`src/rtl/serv_rf_pkg.sv`:
```
// Shared definitions for the SERV register-file SRAM slice.
//   rf_depth(width, csr_regs) : number of SRAM words that hold 32 GPRs plus the CSRs.
//   rf_aw(width, csr_regs)    : address width needed for rf_depth words.
//   ST_CLEAR / ST_RUN         : encodings of the single sequencer state bit.
package serv_rf_pkg;

  localparam logic ST_CLEAR = 1'b1;
  localparam logic ST_RUN   = 1'b0;

  typedef enum logic {
    S_RUN   = ST_RUN,
    S_CLEAR = ST_CLEAR
  } rf_state_e;

  function automatic int rf_depth(input int width, input int csr_regs);
    return 32 * (32 + csr_regs) / width;
  endfunction

  function automatic int rf_aw(input int width, input int csr_regs);
    return $clog2(rf_depth(width, csr_regs));
  endfunction

endpackage

```
`src/rtl/serv_rf_ram_array.sv`:
```
// Plain 1R1W synchronous array, read-first, one cycle read latency.
// The read register holds its value when i_ren is low and is forced to zero by i_rclr.
// Ports:
//   i_clk            clock
//   i_wen/i_waddr/i_wdata   write port
//   i_ren/i_raddr    read port
//   i_rclr           synchronous clear of the read register (wins over i_ren)
//   o_rdata          registered read data
module serv_rf_ram_array #(
  parameter int dw    = 8,
  parameter int depth = 144,
  parameter int aw    = 8
) (
  input  logic          i_clk,
  input  logic          i_wen,
  input  logic [aw-1:0] i_waddr,
  input  logic [dw-1:0] i_wdata,
  input  logic          i_ren,
  input  logic [aw-1:0] i_raddr,
  input  logic          i_rclr,
  output logic [dw-1:0] o_rdata
);

  logic [dw-1:0] mem [0:depth-1];

  always_ff @(posedge i_clk) begin
    if (i_wen) mem[i_waddr] <= i_wdata;
  end

  // Nonblocking read of mem in the same edge as the write gives read-first.
  always_ff @(posedge i_clk) begin
    if (i_rclr)     o_rdata <= '0;
    else if (i_ren) o_rdata <= mem[i_raddr];
  end

endmodule

```
`src/rtl/serv_rf_ram_clr.sv`:
```
// Register-file SRAM behind the SERV serial-to-SRAM adapter. After reset it zeroes
// every word (o_busy high meanwhile) so all GPRs and CSRs read 0; then it serves the
// adapter's write/read bus with 1-cycle read latency and hold-on-idle read data.
// Optional macro SERV_RF_RAM_PARITY_EN adds an even-parity bit per word and drives
// o_perr; without it o_perr is tied to 0.
// Ports:
//   i_clk, i_rst            clock, synchronous active-high reset
//   i_waddr/i_wdata/i_wen   write port (ignored while clearing, dropped if out of range)
//   i_raddr/i_ren           read port (ignored while clearing, out of range reads 0)
//   o_rdata                 read data, valid the cycle after i_ren
//   o_busy                  clear sequence in progress
//   o_perr                  parity error on the presented read data
//
// state   | meaning
// --------+-------------------------------------------------
// S_CLEAR | writing zero to mem[clr_cnt], one word per cycle
// S_RUN   | serving the external read/write bus
module serv_rf_ram_clr
  import serv_rf_pkg::*;
#(
  parameter int width      = 8,
  parameter int csr_regs   = 4,
  parameter int init_clear = 1,
  parameter int depth      = rf_depth(width, csr_regs),
  parameter int aw         = rf_aw(width, csr_regs)
) (
  input  logic             i_clk,
  input  logic             i_rst,
  input  logic [aw-1:0]    i_waddr,
  input  logic [width-1:0] i_wdata,
  input  logic             i_wen,
  input  logic [aw-1:0]    i_raddr,
  input  logic             i_ren,
  output logic [width-1:0] o_rdata,
  output logic             o_busy,
  output logic             o_perr
);

`ifdef SERV_RF_RAM_PARITY_EN
  localparam int ram_w = width + 1;
`else
  localparam int ram_w = width;
`endif

  localparam logic [aw-1:0] last_addr = aw'(depth - 1);
  localparam logic [aw:0]   depth_ext = (aw + 1)'(depth);

  rf_state_e     state;
  logic [aw-1:0] clr_cnt;
  logic          clearing;
  logic          waddr_ok;
  logic          raddr_ok;
  logic          arr_wen;
  logic [aw-1:0] arr_waddr;
  logic [ram_w-1:0] arr_wdata;
  logic          arr_ren;
  logic          arr_rclr;
  logic [ram_w-1:0] arr_rdata;

  always_ff @(posedge i_clk) begin
    if (i_rst) begin
      state   <= (init_clear != 0) ? S_CLEAR : S_RUN;
      o_busy  <= (init_clear != 0);
      clr_cnt <= '0;
    end else if (state == S_CLEAR) begin
      if (clr_cnt == last_addr) begin
        state  <= S_RUN;
        o_busy <= 1'b0;
      end else begin
        clr_cnt <= clr_cnt + 1'b1;
      end
    end
  end

  assign clearing = (state == S_CLEAR);
  assign waddr_ok = ({1'b0, i_waddr} < depth_ext);
  assign raddr_ok = ({1'b0, i_raddr} < depth_ext);

  // Clear owns the write port; reset blocks all array writes.
  assign arr_wen   = !i_rst && (clearing || (i_wen && waddr_ok));
  assign arr_waddr = clearing ? clr_cnt : i_waddr;
`ifdef SERV_RF_RAM_PARITY_EN
  assign arr_wdata = clearing ? '0 : {^i_wdata, i_wdata};
`else
  assign arr_wdata = clearing ? '0 : i_wdata;
`endif

  // Out of range reads load zero, so both data and parity check come out clean.
  assign arr_ren  = !i_rst && !clearing && i_ren && raddr_ok;
  assign arr_rclr = i_rst || clearing || (i_ren && !raddr_ok);

  serv_rf_ram_array #(
    .dw    (ram_w),
    .depth (depth),
    .aw    (aw)
  ) u_array (
    .i_clk   (i_clk),
    .i_wen   (arr_wen),
    .i_waddr (arr_waddr),
    .i_wdata (arr_wdata),
    .i_ren   (arr_ren),
    .i_raddr (i_raddr),
    .i_rclr  (arr_rclr),
    .o_rdata (arr_rdata)
  );

  assign o_rdata = arr_rdata[width-1:0];

`ifdef SERV_RF_RAM_PARITY_EN
  // Decoded from the registered word, so it updates and holds exactly like o_rdata.
  assign o_perr = (^arr_rdata[width-1:0]) ^ arr_rdata[width];
`else
  assign o_perr = 1'b0;
`endif

endmodule
```
`config.mk`:
```
export PLATFORM = sky130hd
export DESIGN_NAME = serv_rf_ram_clr
export DESIGN_NICKNAME = d
export VERILOG_FILES = /design/src/rtl/serv_rf_pkg.sv /design/src/rtl/serv_rf_ram_array.sv /design/src/rtl/serv_rf_ram_clr.sv
export SDC_FILE = /design/constraint.sdc
export NUM_CORES = 1
export LEC_CHECK = 0
export CORE_AREA = 2 2 433 435
export CTS_CLUSTER_DIAMETER = 150
export DETAILED_ROUTE_END_ITERATION = 7
export DIE_AREA = 0 0 435 437
export SYNTH_ARGS = -nofsm -noshare
export SYNTH_HDL_FRONTEND = slang
export SYNTH_SLANG_ARGS = --single-unit
export TNS_END_PERCENT = 50
```
`constraint.sdc`:
```
create_clock -name i_clk -period 7.34 [get_ports i_clk]
set_clock_uncertainty 0.2 [all_clocks]
set_input_delay 2.202 -clock i_clk [delete_from_list [all_inputs] [get_ports i_clk]]
set_output_delay 2.202 -clock i_clk [all_outputs]
set_load 0.005 [all_outputs]
```
After elaboration in Yosys (flattened, before gate mapping) --
Memory sizes are Yosys's and may differ from the RTL's. A register that Yosys moved wholly into a read port is not among the register bits. Cells that the tools add are included.
Word-level totals: flip-flop bits (word level) 10, latch bits 0, bits in writable memories 1152, memory bits (read-only) 0, input bits 28, output and inout port bits 10, logic and storage cells 29, memories kept 1
Operators by class: add/sub/neg operators 1, multiply operators 0, div/mod/pow operators 0, order comparisons 2, eq/ne operators 1, shifts and indexed selects 0, muxes and demuxes 6, bitwise gates (word level) 1, reductions and logical operators 14
Memory list:
- u_array.mem | words 144, bits a word 8, rd ports 1, clocked after memory_dff 1, wr ports 1, RTL line serv_rf_ram_array.sv:24 | logic [dw-1:0] mem [0:depth-1];
Operator list (number):
- < comparator 8 bit (second input constant) | 2
- 2-to-1 mux 8 bit | 2
- adder 8 x 1 -> 8 bit (second input constant) | 1
- == test 8 bit (second input constant) | 1
- logical AND 1 bit | 6
- 2-to-1 mux 1 bit | 4
- AND reduction 2 bit | 2
- logical NOT 1 bit | 3
- logical OR 1 bit | 3
- NOT 1 bit | 1

Depth between registers and ports, before layout --
word-level depth 6, gate-level depth with buffers 11, gate-level depth less buffers 7

Hierarchy --
Synthesis repeated with hierarchy kept, for this count alone.
Second synthesis, totals: cell total of the unflattened synthesis 2068, area, all modules 45645.0 µm²
By module, submodules not included:
- serv_rf_ram_array | instances 1, cells each 1991, area each 44986.9 µm², sequential area each 34753.3 µm²
- serv_rf_ram_clr | instances 1, cells each 77, area each 658.1 µm², sequential area each 200.2 µm²

Worst setup path after synthesis --
Ideal clock, no wire load.
path type in2reg, from in i_wdata[0], to mem u_array.mem[0][0] (data pin), setup time 903 ps, arrival time 5694 ps, required time 6237 ps, setup slack 543 ps, stages 1, buffers on the path 0, path through nor2b_1
On the way: word-level cells in the longest chain between the ends 1
RTL lines:
- start: declaration | RTL line serv_rf_ram_clr.sv:30 | input logic [width-1:0] i_wdata,
- 2-to-1 mux 8 bit | RTL line serv_rf_ram_clr.sv:85 | assign arr_wdata = clearing ? '0 : i_wdata;
- end: declaration | RTL line serv_rf_ram_array.sv:24
Every way passes these cells.

Final worst setup path --
from in i_waddr[5], to mem u_array.mem[57][1] (enable)
On the way: word-level cells in the longest chain between the ends 6, elaborated cells on any way between the ends 7, those cells by class order compare: 1; mux: 3; reduce/logical: 3
RTL lines:
- start: declaration | RTL line serv_rf_ram_clr.sv:29 | input logic [aw-1:0] i_waddr,
- < comparator 8 bit | RTL line serv_rf_ram_clr.sv:76 | assign waddr_ok = ({1'b0, i_waddr} < depth_ext);
- logical AND 1 bit | RTL line serv_rf_ram_clr.sv:80 | assign arr_wen = !i_rst && (clearing || (i_wen && waddr_ok));
- logical OR 1 bit | RTL line serv_rf_ram_clr.sv:80
- logical AND 1 bit | RTL line serv_rf_ram_clr.sv:80
- 2-to-1 mux 1 bit | RTL line serv_rf_ram_array.sv:27 | if (i_wen) mem[i_waddr] <= i_wdata;
- 2-to-1 mux 1 bit (implied by the code) | RTL line serv_rf_ram_array.sv:27
Parallel ways exist; a longest one is shown, timed or not.

==> run_results.csv <==
group,metric,value,unit
job,maxCapViolCount,0,
sta,period_share,76.8,%
detailed_routing,drtIter0Drc,2534,
detailed_routing,wl_per_cell,24.4,um
outcome,status,"finished clean",
placement,place_area,0.0493,mm2
pwr,p_per_area,260,mW/mm2
finish,drive_gt1_share,22.2,%
cts,cts_tree,"yes",
pwr,peakVddDrop,0.000184,V
placement,dp.final_hpwl,71.4,mm
floorplanning,dieArea,0.190,mm2
synthesis,syn_avg_cell_area,20.9,um2
finish,syn_to_final_growth,15.4,%
hold_path,hp-class,"flip-flop to flip-flop",
finish,fin_area,0.0533,mm2
global_route,grt_usage,12.2,%
setup_path,path_cells,"clkdlybuf4s50_1 -> o31ai_1 -> a21oi_1 -> nor3_1 -> nand2_1 -> nor2_1",
synthesis,syn-num-nets,2239,
floorplanning,coreArea,0.185,mm2
finish,fillers,18131,
setup_path,max_stage_delay,0.85,ns
global_route,grt_pass1_vias,22495,
setup_path,endpoint_kind,"flip-flop",
detailed_routing,drc,0,
synthesis,synth_warnings,0,
global_route,grt_overflow_total,0,
cts,clkSinkCount,1170,
synthesis,syn-instance-count,2210,
placement,place_inst,4658,
floorplanning,die_h,437,um
detailed_routing,ant_nets,0,
finish,n_antenna_cell,0,
detailed_routing,num_vias,22574,
finish,layout_common_cells,"1,152 x edfxtp_1, 276 x mux4_2, 185 x nor2_1, 117 x clkbuf_16, 90 x mux2i_1",
finish,final_cells,4872,
finish,nets,2323,
cts,ctsHoldBuffers,0,
pwr,p_leak,0.0163,uW
setup_path,critPathArrivalTime,5.74,ns
global_route,grt_max_degree,145,
setup_path,critPathSlowestCell,"nor2_1",
placement,gp_congestion,0.819,
floorplanning,start_util,24.9,%
sta,max_freq,177,MHz
cts,cts-root-buf,"clkbuf_16",
floorplanning,rows,158,
global_route,antenna_found_initial,2,
cts,cts_buffer_depth,3,
sta,maxSlewViolCount,0,
sta,final_hold_viol_count,0,
finish,layout_commonest_cell,"edfxtp_1",
detailed_routing,via_per_inst,4.63,
sta,fin_setup_tns,0,ns
cts,post_cts_buffers,0,
synthesis,synth_cell_type_count,59,
setup_path,crit_path_max_fanout,9,
setup_path,crit_type,"primary input to flip-flop",
setup_path,crit_path_start_kind,"primary input",
floorplanning,die_x,435,um
floorplanning,ioPinCount,38,
detailed_routing,wirelength,119,mm
synthesis,ys_seq_area_share,75.7,%
synthesis,synth-main-ff-cell,"edfxtp_1",
synthesis,synth_top_area_cell,"edfxtp_1",
cts,cts_htree_levels,3,
setup_path,critPathRequiredTime,7.44,ns
cts,cts_resized,0,
sta,post-route-min-period,5.64,ns
synthesis,synth-seq-cells,1170,
global_route,grt_pass1_wl,170,mm
sta,setup_viol,0,
synthesis,yosysTopAreaCellShare,74.9,%
cts,clkTransAtPathRegs,0.06,ns
cts,numCtsBuffers,114,
detailed_routing,firstDrtPassIters,5,
synthesis,synth_edf_count,1152,
cts,clk_latency,0.69,ns
sta,rsz0062_at_grt,"false",
sta,worstMarginPinSlew,1.15,ns
synthesis,yosys-top-cells-area,"edfxtp_1 75%, mux4_2 13%, mux2i_1 2.0%",
sta,relSlewSlack,22.9,%
placement,io_buffers,36,
synthesis,synthesis.area,0.0462,mm2
synthesis,synthArstFlopShare,0,%
worst max-delay path: cells and delay by family:
family	cells	cell delay [ns]
AND/OR/NAND/NOR	3	2.11
AO/OA/AOI/OAI	2	0.95
buffers and inverters	1	0.47
synthesized netlist by cell type, types with 4 or more instances:
master    count
a211oi_1     14
o21ai_1       4
nor2b_1      29
buf_6        38
mux2_1        4
mux4_1        5
nand3_1      14
nand3b_1      6
inv_1         9
o211ai_1      5
o21ai_0      18
a32o_1        6
buf_4        16
a21oi_1      22
a22oi_1      40
edfxtp_1   1152
and2_1        4
clkbuf_1     34
nor2_1      185
buf_1         5
nor3_1       16
mux2_2       14
and3_1        4
mux4_2      276
o31ai_1       6
a31oi_1      10
nand2b_1     16
nand2_1      59
dfxtp_1      18
buf_2        21
mux2i_1      90
a221oi_1     13
area by class of cell:
type | instances | area (um2) | share of cell area (%)
clock buffers | 143 | 3030 | 5.68
well taps | 2480 | 3100 | 5.83
inverters | 9 | 33.8 | 0.0634
repair buffers | 88 | 916 | 1.72
multi-input cells | 911 | 10300 | 19.4
clock inverters | 71 | 888 | 1.67
flip-flops and latches | 1170 | 35000 | 65.6
where the power goes:
| part | leakage, uW | switching, uW | internal, uW |
|---|---|---|---|
| sequential | 0.0108 | 4.92 | 7230 |
| clock | 0.00189 | 2490 | 3590 |
| combinational | 0.00361 | 307 | 226 |
metal layers:
metal	up-vias	part of all wire [%]	GRT usage [%]	wire (um)
met5	-	0	0	0
met1	12082	42	16.5	49800
met4	0	2.3	3.18	2710
li1	9354	-	-	-
met2	1006	49	20.2	58100
met3	132	7.0	1.98	8360
stage by stage:
stage,power [uW],hold WS (ns),utilization [%],worst slack [ns]
final,13900,0.341,28.8,1.70
after global placement,7910,0.330,26.7,1.12
after global routing,14200,0.364,28.8,1.60
after CTS,13900,0.345,28.8,1.70
after floorplan,7750,0.260,-,0.543
after detailed placement,7920,0.328,26.7,0.987
flip-flops by register name, summed over array words and instances (netlist names):
signal	cells
u_array.mem	1152
clr_cnt	8
u_array.o_rdata	8
clearing	1
o_busy	1
path summary, 6_finish.rpt:
path                         to  cells past startpoint       start  slack (ns)
min reg2reg              o_busy                      2      o_busy        0.34
min                      o_busy                      2      o_busy        0.34
max          u_array.mem[57][1]                      6  i_waddr[5]        1.70
max reg2reg  u_array.mem[57][1]                      5    clearing        3.61
logic make-up after synthesis:
group | Yosys count | share of synthesized area [%]
flops | 1170 | 75.7
mux | 389 | 16.1
simple gates | 345 | 3.30
compound gates | 170 | 2.69
buf+inv | 129 | 2.02
xor+xnor | 5 | 0.0949
fa+ha+maj | 1 | 0.0271
other cells | 1 | 0.00812
No activity file was read; power rests on OpenSTA's default activity.
